$ cat src/rtl/display_phase_sequencer.sv
// Frame-phase sequencer: walks the enabled render phases in index order via an
// enable/done handshake, with skip mask, continuous mode, per-stage timeout and frame counter.
module display_phase_sequencer #(
  parameter int unsigned NUM_STAGES     = 3,
  parameter int unsigned TIMEOUT_W      = 24,
  parameter int unsigned TIMEOUT_CYCLES = 0,
  parameter int unsigned FRAME_CNT_W    = 16,
  localparam int unsigned AW = (NUM_STAGES > 1) ? $clog2(NUM_STAGES) : 1
) (
  input  logic                   clock,
  input  logic                   reset,
  input  logic                   enable,
  input  logic                   continuous,
  input  logic [NUM_STAGES-1:0]  stage_mask,
  input  logic [NUM_STAGES-1:0]  stage_done,
  input  logic                   err_clear,
  output logic [NUM_STAGES-1:0]  stage_enable,
  output logic [AW-1:0]          active_stage,
  output logic                   busy,
  output logic                   frame_done,
  output logic [FRAME_CNT_W-1:0] frame_count,
  output logic                   timeout_err
);

  typedef enum logic [2:0] {S_IDLE, S_START, S_RUN, S_NEXT, S_END} state_t;

  localparam logic [TIMEOUT_W-1:0] TLIM =
    TIMEOUT_W'((TIMEOUT_CYCLES == 0) ? 0 : TIMEOUT_CYCLES - 1);

  state_t                 state, state_d;
  logic [NUM_STAGES-1:0]  mask_q, mask_d, stage_enable_d;
  logic [AW-1:0]          active_d;
  logic                   busy_d, frame_done_d, timeout_err_d;
  logic [FRAME_CNT_W-1:0] frame_count_d;
  logic [TIMEOUT_W-1:0]   timer, timer_d;
  logic [AW:0]            found;
  logic                   launch, done_sel;

  // Lowest set bit of m at index >= lo; MSB of the result flags "found".
  function automatic logic [AW:0] first_from(input logic [NUM_STAGES-1:0] m,
                                             input int unsigned lo);
    logic [AW:0] r;
    r = '0;
    for (int unsigned i = NUM_STAGES; i > 0; i--) begin
      if (m[i-1] && (i - 1 >= lo)) r = {1'b1, AW'(i - 1)};
    end
    return r;
  endfunction

  always_comb begin
    state_d        = state;
    mask_d         = mask_q;
    active_d       = active_stage;
    stage_enable_d = stage_enable;
    timer_d        = timer;
    frame_done_d   = 1'b0;
    frame_count_d  = frame_count;
    timeout_err_d  = err_clear ? 1'b0 : timeout_err;
    found          = '0;
    launch         = 1'b0;
    // stage_enable is only non-zero in RUN, where it marks the active stage
    done_sel       = |(stage_done & stage_enable);

    case (state)
      S_IDLE: begin
        if (enable) launch = 1'b1;
      end
      S_START: begin
        for (int unsigned i = 0; i < NUM_STAGES; i++) begin
          stage_enable_d[i] = (active_stage == AW'(i));
        end
        timer_d = '0;
        state_d = S_RUN;
      end
      S_RUN: begin
        if (done_sel) begin
          stage_enable_d = '0;
          state_d        = S_NEXT;
        end else begin
          timer_d = timer + 1'b1;
          if (TIMEOUT_CYCLES != 0 && timer == TLIM) begin
            stage_enable_d = '0;
            timeout_err_d  = 1'b1;
            state_d        = S_NEXT;
          end
        end
      end
      S_NEXT: begin
        found = first_from(mask_q, 32'(active_stage) + 32'd1);
        if (found[AW]) begin
          active_d = found[AW-1:0];
          state_d  = S_START;
        end else begin
          state_d = S_END;
        end
      end
      S_END: begin
        frame_done_d  = 1'b1;
        frame_count_d = frame_count + 1'b1;
        state_d       = S_IDLE;
        if (continuous && enable) launch = 1'b1;
      end
      default: state_d = S_IDLE;
    endcase

    // Frame start is shared by IDLE and by a continuous restart out of END.
    if (launch) begin
      mask_d = stage_mask;
      found  = first_from(stage_mask, 32'd0);
      if (found[AW]) begin
        active_d = found[AW-1:0];
        state_d  = S_START;
      end else begin
        state_d = S_END;
      end
    end

    busy_d = (state_d != S_IDLE);
  end

  always_ff @(posedge clock or posedge reset) begin
    if (reset) begin
      state        <= S_IDLE;
      mask_q       <= '0;
      active_stage <= '0;
      stage_enable <= '0;
      timer        <= '0;
      busy         <= 1'b0;
      frame_done   <= 1'b0;
      frame_count  <= '0;
      timeout_err  <= 1'b0;
    end else begin
      state        <= state_d;
      mask_q       <= mask_d;
      active_stage <= active_d;
      stage_enable <= stage_enable_d;
      timer        <= timer_d;
      busy         <= busy_d;
      frame_done   <= frame_done_d;
      frame_count  <= frame_count_d;
      timeout_err  <= timeout_err_d;
    end
  end

endmodule

$ cat config.mk
export PLATFORM = sky130hd
export DESIGN_NAME = display_phase_sequencer
export DESIGN_NICKNAME = d
export VERILOG_FILES = /design/src/rtl/display_phase_sequencer.sv
export SDC_FILE = /design/constraint.sdc
export NUM_CORES = 1
export LEC_CHECK = 0
export CAP_MARGIN = 10
export CORE_ASPECT_RATIO = 2
export CORE_MARGIN = 2
export CORE_UTILIZATION = 45
export DETAILED_ROUTE_END_ITERATION = 8
export DONT_BUFFER_PORTS = 1
export GPL_TIMING_DRIVEN = 0
export PLACE_DENSITY = 0.71
export SYNTH_ARGS = -nofsm -noshare
export SYNTH_HDL_FRONTEND = slang
export SYNTH_SLANG_ARGS = --single-unit
$ cat constraint.sdc
create_clock -name clock -period 1.95 [get_ports clock]
set_input_delay 0.4875 -clock clock [delete_from_list [all_inputs] [get_ports clock]]
set_output_delay 0.4875 -clock clock [all_outputs]
set_load 0.01 [all_outputs]
==> results by group, run 1 <==
Clock tree
  – Root Buffer: clkbuf_8
  – CTS Sinks: 28
  – Post-CTS Hold Fix Bufs: 0
  – H-Tree Level Count: 1
  – Clock latency on the worst-skew pair: 260 ps
  – Num CTS Buffers: 3
  – CTS clock-pin slew for the worst setup and hold paths: 90 ps
  – Max clock buf depth: 2
  – # resized after CTS: 0
  – Post-CTS setup buffer count: 0
  – CTS tree: yes

Synth
  – Seq/Total Area, Yosys: a little over half
  – Yosys reg bits: 28
  – Post-Syn Area per Cell: between 10 and 15 um^2
  – YS warnings: 0
  – Synth Instances: ~120
  – Mapped Area: 1280 um^2
  – Netlist cell types: 34
  – Syn nets: 130

Job
  – Max cap viols: 0

Finish
  – Share of post-route cells with drive strength above 1: 9.84%
  – Most common cell after layout, fill and taps aside: dfrtp_1
  – Syn-to-layout area delta: 8.23%
  – Antenna cells: 0
  – Commonest cells after routing, fill and taps aside: dfrtp_1, xnor2_1, nand2_1
  – Nets@finish: 136

Critical path
  – Critical Path AT: 1840 ps
  – Worst Path Required: approximately 2100 ps
  – Critical path class: reg -> reg
  – Critical Path End Type: flip-flop
  – CP Launch Type: flip-flop
  – Max FO, Critical Path: 6

Timing
  – Tmin final: 1690 ps
  – Achievable Freq: 0.593 GHz
  – Max Clock Skew: 2.51 ps
  – Final hold vios: 0
  – RSZ-0062 raised after global routing: no
  – Period utilization: 86.5%
  – Crit path setup slack, layout: 262 ps
  – Max Slew Vio Count: 0
  – Total negative setup slack: 0 ps
  – Setup-failing EPs final: 0

Power and ir drop
  – Power density over the cells: 1200 nW/um^2
  – Pleak: 0.633 nW
  – Max VDD drop: 0.574 mV

Drt
  – Via count: 878
  – Vias/cell: 5.81
  – DR iter-0 viols: 11
  – Routed WL: 2300 um
  – Antenna viol nets, final: 0
  – Pre-antenna DRT Iters: 4
  – WL/cell: 15.2 um
  – Number of remaining DRC errors: 0

Hold path
  – Worst min-delay path category: in -> async

Place
  – Post-DP HPWL: 1740 um
  – Global placement routability congestion: 0.812
  – Port-buffer cells: 0
  – Setup slack at placement: 269 ps

Floorplanning
  – Die width: approximately 42 um
  – Die area: 3300 um^2
  – # IOs: 35
  – Core area: between 2000 and 3000 um^2
  – Die H: 79.3 um
  – Starting Density: 46.6%
  – Row cnt: 27

GRT
  – First-pass GRT wire length: 4030 um
  – GRT Total Usage: 15.4%
  – GRT overflow: 0
  – Number of global-route vias before repair: 908
  – Pin count of the biggest net entering global routing: 29
  – Initial antenna violation count: 0

Outcome
  – Outcome: finished clean
## cell type report
| cell class | count | area (um^2) |
|---|---|---|
| Multi-Input combinational cell | 79 | 526 |
| Sequential cell | 28 | 701 |
| Inverter | 7 | 26.3 |
| Timing Repair Buffer | 1 | 27.5 |
| Tap cell | 29 | 36.3 |
| Buffer | 4 | 23.8 |
| Fill cell | 247 | 1360 |
| Clock buffer | 3 | 41.3 |
## worst paths after layout
path / startpoint / endpoint / slack [ps] / cells after the start
setup reg to reg: state[1]$_DFF_PP0_ / frame_count[6]$_DFFE_PP0N_ / 260 / 5
min in group clock: enable / state[2]$_DFF_PP0_ / 380 / 2
hold reg to reg: mask_q[2]$_DFFE_PP0N_ / mask_q[2]$_DFFE_PP0N_ / 480 / 1
max in group asynchronous: reset / frame_count[13]$_DFFE_PP0N_ / 1390 / 2
hold / removal: reset / frame_count[5]$_DFFE_PP0N_ / 110 / 1
setup / recovery: state[1]$_DFF_PP0_ / frame_count[6]$_DFFE_PP0N_ / 260 / 5
## cells by family (layout without fill, tap and decap cells)
group | Yosys count | count (layout) | synth area share, %
other | 1 | 1 | 0.294
adder cells (fa/ha/maj) | 1 | 1 | 0.980
flip-flops | 28 | 28 | 54.9
AO/OA/AOI/OAI | 15 | 15 | 8.82
buffers and inverters | 11 | 15 | 3.92
XOR/XNOR | 15 | 15 | 10.9
AND/OR/NAND/NOR | 46 | 46 | 19.3
multiplexers | 1 | 1 | 0.882
## cells in the mapped netlist, drive strengths merged
cell / count / area share, %
inv: 7 / 2.1
a222oi: 1 / 0.78
nor3: 3 / 1.2
or2: 1 / 0.49
ha: 1 / 0.98
a21oi: 3 / 1.2
xnor2: 13 / 8.9
a21o: 1 / 0.59
buf: 3 / 1.6
nor2b: 1 / 0.49
xor2: 2 / 2.0
nor2: 8 / 2.4
nand2: 11 / 3.2
o221ai: 1 / 0.69
nand3: 8 / 3.1
clkbuf: 1 / 0.29
nand2b: 4 / 2.0
or2b: 1 / 0.59
o21ai: 3 / 1.2
dfrtp: 28 / 55
a32o: 1 / 0.78
nand3b: 1 / 0.59
conb: 1 / 0.29
mux2: 1 / 0.88
a22o: 2 / 1.4
nor4bb: 1 / 1.3
and4: 2 / 1.6
o32a: 2 / 1.6
nand4: 4 / 2.0
and3: 1 / 0.49
o32ai: 1 / 0.69
## metal layers
layer  wire length [um]  track usage [%]  vias up
met2               1320             29.2       22
met5                  0                0        -
met3                123             2.95        2
li1                   -                -      413
met4                 19             5.81        0
met1                837             16.1      441
## stage by stage
stage                     power, W  util [%]  hold slack (ps)  instances  cell area, um^2
after floorplan            0.00125         -              448        118             1280
after global placement     0.00135      48.0              466        147             1310
after detailed placement   0.00137      48.0              470        147             1310
after CTS                  0.00167      49.5              374        150             1350
after global routing       0.00177      50.5              152        151             1380
final                      0.00165      50.5              111        151             1380
## where the power goes
part	internal, W	switching, W	total [W]
combinational	0.000199	0.000209	0.000407
sequential	0.000729	0.000220	0.000950
clock	0.000138	0.000159	0.000297
total	0.00107	0.000588	0.00165
## critical path: stages, from the launching register on
cell      delay [ps]
dfrtp_1          450
nor4bb_2         390
and3_1           200
clkbuf_1         260
nand3_1          130
xnor2_1          140
## flip-flops by register name, indices dropped and copies added (netlist names)
| register | flops |
|---|---|
| frame_count | 16 |
| stage_enable | 3 |
| frame_done | 1 |
| busy | 1 |
| active_stage | 2 |
| state | 3 |
| mask_q | 2 |
(Power assumes the default switching activity.)
==> run 2: changes to the inputs <==
--- a/config.mk
+++ b/config.mk
@@ -5,14 +5,13 @@
 export SDC_FILE = /design/constraint.sdc
 export NUM_CORES = 1
 export LEC_CHECK = 0
-export CAP_MARGIN = 10
 export CORE_ASPECT_RATIO = 2
 export CORE_MARGIN = 2
-export CORE_UTILIZATION = 45
+export CORE_UTILIZATION = 35
 export DETAILED_ROUTE_END_ITERATION = 8
 export DONT_BUFFER_PORTS = 1
 export GPL_TIMING_DRIVEN = 0
-export PLACE_DENSITY = 0.71
+export PLACE_DENSITY = 0.6
 export SYNTH_ARGS = -nofsm -noshare
 export SYNTH_HDL_FRONTEND = slang
 export SYNTH_SLANG_ARGS = --single-unit
==> run 2 against run 1 <==
  * Die area up 26%
  * Critical path depth unchanged
  * Total power up 3.6%
  * Largest power group unchanged
  * Core utilization down 11 points
  * Worst hold slack better by 230 ps
  * Non-clock buffer count down 1
  * Clock skew up 1.4 ps
==> results by group, run 2 (synthesis results as in run 1) <==
Power and ir drop
  – Max VDD drop: 0.648 mV (was 0.574 mV)
  – Power density over the cells: 1230 nW/um^2 (was 1200 nW/um^2)
  – Pleak: 0.627 nW (was 0.633 nW)

Clock tree
  – # resized after CTS: 0 (unchanged)
  – Post-CTS Hold Fix Bufs: 0 (unchanged)
  – Num CTS Buffers: 3 (unchanged)
  – Root Buffer: clkbuf_8 (unchanged)
  – H-Tree Level Count: 1 (unchanged)
  – Max clock buf depth: 2 (unchanged)
  – Post-CTS setup buffer count: 0 (unchanged)
  – CTS tree: yes (unchanged)
  – CTS clock-pin slew for the worst setup and hold paths: 90 ps (about the same)
  – Clock latency on the worst-skew pair: 270 ps (was 260 ps)
  – CTS Sinks: 28 (unchanged)

Finish
  – Reg with most FFs: frame_count (unchanged)
  – Area of the multi-input gates: 526 um^2 (unchanged)
  – Syn-to-layout area delta: 9.12% (was 8.23%)
  – Commonest cells after routing, fill and taps aside: dfrtp_1, xnor2_1, nand2_1 (unchanged)
  – Max FFs per register: 16 (unchanged)
  – Nets@finish: 135 (was 136)
  – Final instance area: 1390 um^2 (was 1380 um^2)
  – Antenna cells: 0 (unchanged)
  – Largest regs: frame_count (16), stage_enable (3), state (3) (unchanged)
  – Most common cell after layout, fill and taps aside: dfrtp_1 (unchanged)
  – Fillers: 376 (was 247)
  – Storage cell area: 701 um^2 (unchanged)
  – Share of post-route cells with drive strength above 1: 9.84% (unchanged)

Critical path
  – Crit-path slowest cell: dfrtp_1 (unchanged)
  – CP Buf/Inv Count: 1 (unchanged)
  – Crit path launch: frame_count[2]$_DFFE_PP0N_ (was state[1]$_DFF_PP0_)
  – Critical path class: reg -> reg (unchanged)
  – Max FO, Critical Path: 6 (unchanged)
  – CP max stage delay: 450 ps (about the same)
  – CP Launch Type: flip-flop (unchanged)
  – Top Family by Delay on Critical Path: simple AND/OR/NAND/NOR gates (unchanged)
  – Critical Path AT: 1810 ps (was 1840 ps)
  – Ordered list of cells on the worst path: nor4bb_2 > and3_1 > clkbuf_1 > nand3_1 > xnor2_1 (unchanged)
  – Worst Path Required: 2110 ps (was 2100 ps)
  – Critical Path End Type: flip-flop (unchanged)
  – Reg2reg start: frame_count[2]$_DFFE_PP0N_ (was state[1]$_DFF_PP0_)

Timing
  – Max Slew Vio Count: 0 (unchanged)
  – Tmin final: 1660 ps (was 1690 ps)
  – Period utilization: 85.0% (was 86.5%)
  – Total negative setup slack: 0 ps (unchanged)
  – Max Clock Skew: 3.90 ps (was 2.51 ps)
  – Worst rel slew slack: between 30% and 40%
  – Achievable Freq: 0.603 GHz (was 0.593 GHz)
  – Worst-Margin Slew: 1020 ps
  – Setup-failing EPs final: 0 (unchanged)
  – Final hold vios: 0 (unchanged)
  – RSZ-0062 raised after global routing: no (unchanged)

GRT
  – Pin count of the biggest net entering global routing: 29 (unchanged)
  – Initial antenna violation count: 0 (unchanged)
  – Number of global-route vias before repair: 879 (was 908)
  – GRT Total Usage: 12.7% (was 15.4%)
  – First-pass GRT wire length: 3880 um (was 4030 um)
  – GRT overflow: 0 (unchanged)

Floorplanning
  – Die area: 4170 um^2 (was 3300 um^2)
  – Row cnt: 31 (was 27)
  – Starting Density: 35.8% (was 46.6%)
  – # IOs: 35 (unchanged)
  – Die width: 46.7 um (was 41.7 um)
  – Die H: 89.4 um (was 79.3 um)
  – Core area: 3570 um^2 (was 2740 um^2)

Place
  – Port-buffer cells: 0 (unchanged)
  – Post-DP HPWL: 1900 um (was 1740 um)
  – Global placement routability congestion: 0.742 (was 0.812)
  – Instance area at placement: 1340 um^2 (was 1310 um^2)

Drt
  – Antenna viol nets, final: 0 (unchanged)
  – Routed WL: 2470 um (was 2300 um)
  – Number of remaining DRC errors: 0 (unchanged)
  – WL/cell: 14.4 um (was 15.2 um)
  – Pre-antenna DRT Iters: 6 (was 4)
  – Via count: 863 (was 878)
  – Vias/cell: 5.05 (was 5.81)
  – DR iter-0 viols: 8 (was 11)

Job
  – Max cap viols: 0 (unchanged)

Hold path
  – Worst min-delay path category: in -> async (unchanged)

Outcome
  – Outcome: finished clean (unchanged)
[run 2: path summary, 6_finish.rpt]
path | cells after the start | slack (ps) | endpoint
max | 5 | 290 | frame_count[6]$_DFFE_PP0N_
min | 1 | 350 | stage_enable[2]$_DFFE_PP0P_
max reg2reg | 5 | 290 | frame_count[6]$_DFFE_PP0N_
min reg2reg | 1 | 490 | mask_q[2]$_DFFE_PP0N_
max in group asynchronous | 1 | 990 | frame_count[3]$_DFFE_PP0N_
min in group clock | 2 | 370 | state[2]$_DFF_PP0_
[run 2: cell type report]
cell class / instances / area share [%]
sequential: 28 / 50.3
multi-input combinational: 79 / 37.7
inverter: 7 / 1.89
buffer: 4 / 1.71
tap: 49 / 4.40
clock buffer: 4 / 3.95
[run 2: layer usage]
| layer | vias to the layer above | wire (um) | track usage (%) |
|---|---|---|---|
| li1 | 408 | - | - |
| met1 | 429 | 907 | 11.8 |
| met2 | 24 | 1390 | 25.3 |
| met3 | 2 | 147 | 2.83 |
| met4 | 0 | 18 | 3.79 |
| met5 | - | 0 | 0 |
[run 2: where the power goes]
part           total [W]  internal, W  leakage, nW  switching (W)
Clock           0.000348     0.000180       0.0288       0.000167
Combinational   0.000409     0.000195        0.228       0.000214
Sequential      0.000957     0.000729        0.371       0.000228
[run 2: metrics by stage]
stage          util (%)  hold WS (ps)  power [W]  setup WS, ps  instances
2_1_floorplan         -           448    0.00125           465        118
3_3_place_gp       37.5           469    0.00136           254        167
3_5_place_dp       37.5           474    0.00139           273        167
4_1_cts            39.0           363    0.00174           256        171
5_1_grt            39.0           376    0.00185           171        171
6_report           39.0           345    0.00171           292        171
==> run 3: changes to the inputs <==
--- a/config.mk
+++ b/config.mk
@@ -11,7 +11,7 @@
 export DETAILED_ROUTE_END_ITERATION = 8
 export DONT_BUFFER_PORTS = 1
 export GPL_TIMING_DRIVEN = 0
-export PLACE_DENSITY = 0.6
+export PLACE_DENSITY = 0.62
 export SYNTH_ARGS = -nofsm -noshare
 export SYNTH_HDL_FRONTEND = slang
 export SYNTH_SLANG_ARGS = --single-unit
==> constraint.sdc (replaced) <==
create_clock -name clock -period 1.35 [get_ports clock]
set_input_delay 0.3375 -clock clock [delete_from_list [all_inputs] [get_ports clock]]
set_output_delay 0.3375 -clock clock [all_outputs]
set_load 0.01 [all_outputs]
==> run 3 against run 2 <==
  * The flow now finishes with violations (setup timing)
  * Critical endpoint is now frame_count[7]$_DFFE_PP0N_
  * Worst hold slack got worse by 130 ps
  * First-iteration DRC count grew 75%
  * Critical path depth unchanged
  * Maximum frequency up 7.5%
  * Combinational power is 120% higher
  * Design area is 16% higher
  * Clock-buffer cell count decreased by 1
  * Non-clock buffer count is 15 higher
  * Via count grew 8.7%
  * Routed wire length grew 5.1%
  * Die area is the same
==> results by group, run 3 (synthesis results as in run 1) <==
Finish
  – Post-Layout Cell Count: 185 (was 171)
  – Reg with most FFs: frame_count (unchanged)
  – Largest regs: frame_count (16), stage_enable (3), state (3) (unchanged)
  – Antenna cells: 0 (unchanged)
  – Max FFs per register: 16 (unchanged)
  – Syn-to-layout area delta: 26.8% (was 9.12%)
  – Nets@finish: 150 (was 135)
  – Commonest cells after routing, fill and taps aside: dfrtp_1, buf_4, xnor2_1 (was dfrtp_1, xnor2_1, nand2_1)
  – Fillers: 368 (was 376)
  – Share of post-route cells with drive strength above 1: 33.1% (was 9.84%)
  – Most common cell after layout, fill and taps aside: dfrtp_1 (unchanged)
  – Final instance area: 1620 um^2 (was 1390 um^2)

Drt
  – Pre-antenna DRT Iters: 4 (was 6)
  – WL/cell: 14.0 um (was 14.4 um)
  – Via count: 938 (was 863)
  – Number of remaining DRC errors: 0 (unchanged)
  – Vias/cell: 5.07 (was 5.05)
  – DR iter-0 viols: 14 (was 8)
  – Antenna viol nets, final: 0 (unchanged)
  – Routed WL: 2590 um (was 2470 um)

Critical path
  – Ordered list of cells on the worst path: nor4bb_4 > and4_1 > buf_6 > and4_4 > xor2_2 (was nor4bb_2 > and3_1 > clkbuf_1 > nand3_1 > xnor2_1)
  – CP Launch Type: flip-flop (unchanged)
  – R2r setup slk: -190 ps (was 290 ps)
  – Top Family by Delay on Critical Path: simple AND/OR/NAND/NOR gates (unchanged)
  – CP max stage delay: 460 ps (was 450 ps)
  – Crit-path slowest cell: dfrtp_2 (was dfrtp_1)
  – CP Buf/Inv Count: 1 (unchanged)
  – Critical Path End Type: flip-flop (unchanged)
  – Critical Path AT: 1750 ps (was 1810 ps)
  – Critical path class: reg -> reg (unchanged)
  – Max FO, Critical Path: 6 (unchanged)
  – Worst Path Required: 1550 ps (was 2110 ps)

Power and ir drop
  – Pleak: 0.757 nW (was 0.627 nW)
  – Power density over the cells: 1680 nW/um^2 (was 1230 nW/um^2)
  – Max VDD drop: 1.03 mV (was 0.648 mV)

Timing
  – Setup-failing EPs final: 14 (was 0)
  – RSZ-0062 raised after global routing: yes (was no)
  – Worst-Margin Slew: 1060 ps (was 1020 ps)
  – Tmin final: 1540 ps (was 1660 ps)
  – Crit path setup slack, layout: -193 ps (was 292 ps)
  – Worst rel slew slack: 29.3% (was 32.0%)
  – Max Clock Skew: 4.12 ps (was 3.90 ps)
  – Achievable Freq: 0.648 GHz (was 0.603 GHz)
  – Final hold vios: 0 (unchanged)
  – Period utilization: 114% (was 85.0%)
  – Max Slew Vio Count: 0 (unchanged)

Clock tree
  – H-Tree Level Count: 1 (unchanged)
  – CTS tree: yes (unchanged)
  – Clock latency on the worst-skew pair: 270 ps (about the same)
  – CTS clock-pin slew for the worst setup and hold paths: 90 ps (about the same)
  – CTS Sinks: 28 (unchanged)
  – Num CTS Buffers: 3 (unchanged)
  – Max clock buf depth: 2 (unchanged)
  – Root Buffer: clkbuf_8 (unchanged)

Hold path
  – Worst min-delay path category: in -> async (unchanged)

Floorplanning
  – Core area: 3570 um^2 (unchanged)
  – Die area: 4170 um^2 (unchanged)
  – Die H: 89.4 um (unchanged)
  – Starting Density: 35.8% (unchanged)
  – Row cnt: 31 (unchanged)
  – # IOs: 35 (unchanged)
  – Die width: 46.7 um (unchanged)

Job
  – Max cap viols: 0 (unchanged)

GRT
  – Initial antenna violation count: 0 (unchanged)
  – Grt met2 use: 24.0% (was 25.3%)
  – Met3 usage: 2.02% (was 2.83%)
  – Met1 Track Usage GR: 13.7% (was 11.8%)
  – GRT Total Usage: 12.7% (about the same)
  – First-pass GRT wire length: 3930 um (was 3880 um)
  – Number of global-route vias before repair: 912 (was 879)
  – Global route hottest layer: met2 (unchanged)
  – Pin count of the biggest net entering global routing: 29 (unchanged)
  – GRT overflow: 0 (unchanged)

Place
  – Global placement routability congestion: 0.700 (was 0.742)
  – Post-DP HPWL: 1820 um (was 1900 um)
  – Port-buffer cells: 0 (unchanged)
  – Placed Cells: 167 (unchanged)
  – Instance area at placement: 1350 um^2 (was 1340 um^2)

Outcome
  – Outcome: finished with violations (was finished clean)
  – Violated checks: setup timing
[run 3: cell count changes in the layout (fill, tap and decap cells not counted), sizes merged]
cell | previous run | this run
clkbuf | 5 | 3
buf | 3 | 19
[run 3: power by group]
group | total [W] | leakage (nW) | internal (W) | switching, W
combinational | 0.000887 | 0.373 | 0.000483 | 0.000404
sequential | 0.00139 | 0.363 | 0.00106 | 0.000322
clock | 0.000440 | 0.0216 | 0.000200 | 0.000240
[run 3: routing by layer]
layer | share of wire [%] | wire length [um] | vias up
met5 | 0 | 0 | -
met4 | 0.54 | 14 | 0
met1 | 36 | 922 | 466
met2 | 59 | 1520 | 28
li1 | - | - | 442
met3 | 5.1 | 133 | 2
[run 3: final cells by class]
cell class              instances  area [um^2]  share of cell area, %
repair buffers                 16          139                   8.58
well taps                      49         61.3                   3.79
clock buffers                   3         41.3                   2.55
multi-input cells              79          612                   37.8
plain buffers                   3         30.0                   1.86
flip-flops and latches         28          708                   43.8
inverters                       7         26.3                   1.62
[run 3: worst paths after layout]
| kind | cells past startpoint | startpoint | end |
|---|---|---|---|
| worst max-delay path | 5 | state[0]$_DFF_PP0_ | frame_count[7]$_DFFE_PP0N_ |
| worst max register to register | 5 | state[0]$_DFF_PP0_ | frame_count[7]$_DFFE_PP0N_ |
| min in group clock | 2 | enable | state[2]$_DFF_PP0_ |
| worst min-delay path | 1 | reset | frame_count[7]$_DFFE_PP0N_ |
| max in group asynchronous | 1 | reset | frame_count[0]$_DFFE_PP0N_ |
| worst min register to register | 1 | mask_q[2]$_DFFE_PP0N_ | mask_q[2]$_DFFE_PP0N_ |
[run 3: metrics by stage]
stage | power [W] | setup WS [ps] | hold WS [ps] | utilization (%) | setup TNS [ps]
after floorplan | 0.00183 | -117 | 403 | - | -298
after global placement | 0.00199 | -250 | 468 | 37.8 | -2380
after detailed placement | 0.00202 | -263 | 470 | 37.8 | -2770
after CTS | 0.00258 | -207 | 218 | 42.0 | -1280
after global routing | 0.00291 | -286 | 219 | 45.3 | -2710
final | 0.00271 | -193 | 214 | 45.3 | -1220
[run 3: timing repair]
item | CTS | global route
resized for setup | 20 | 15
pin swaps | 12 | 10
hold buffers | 0 | 0
buffers inserted | 7 | 10
setup endpoints to repair | 21 | 19
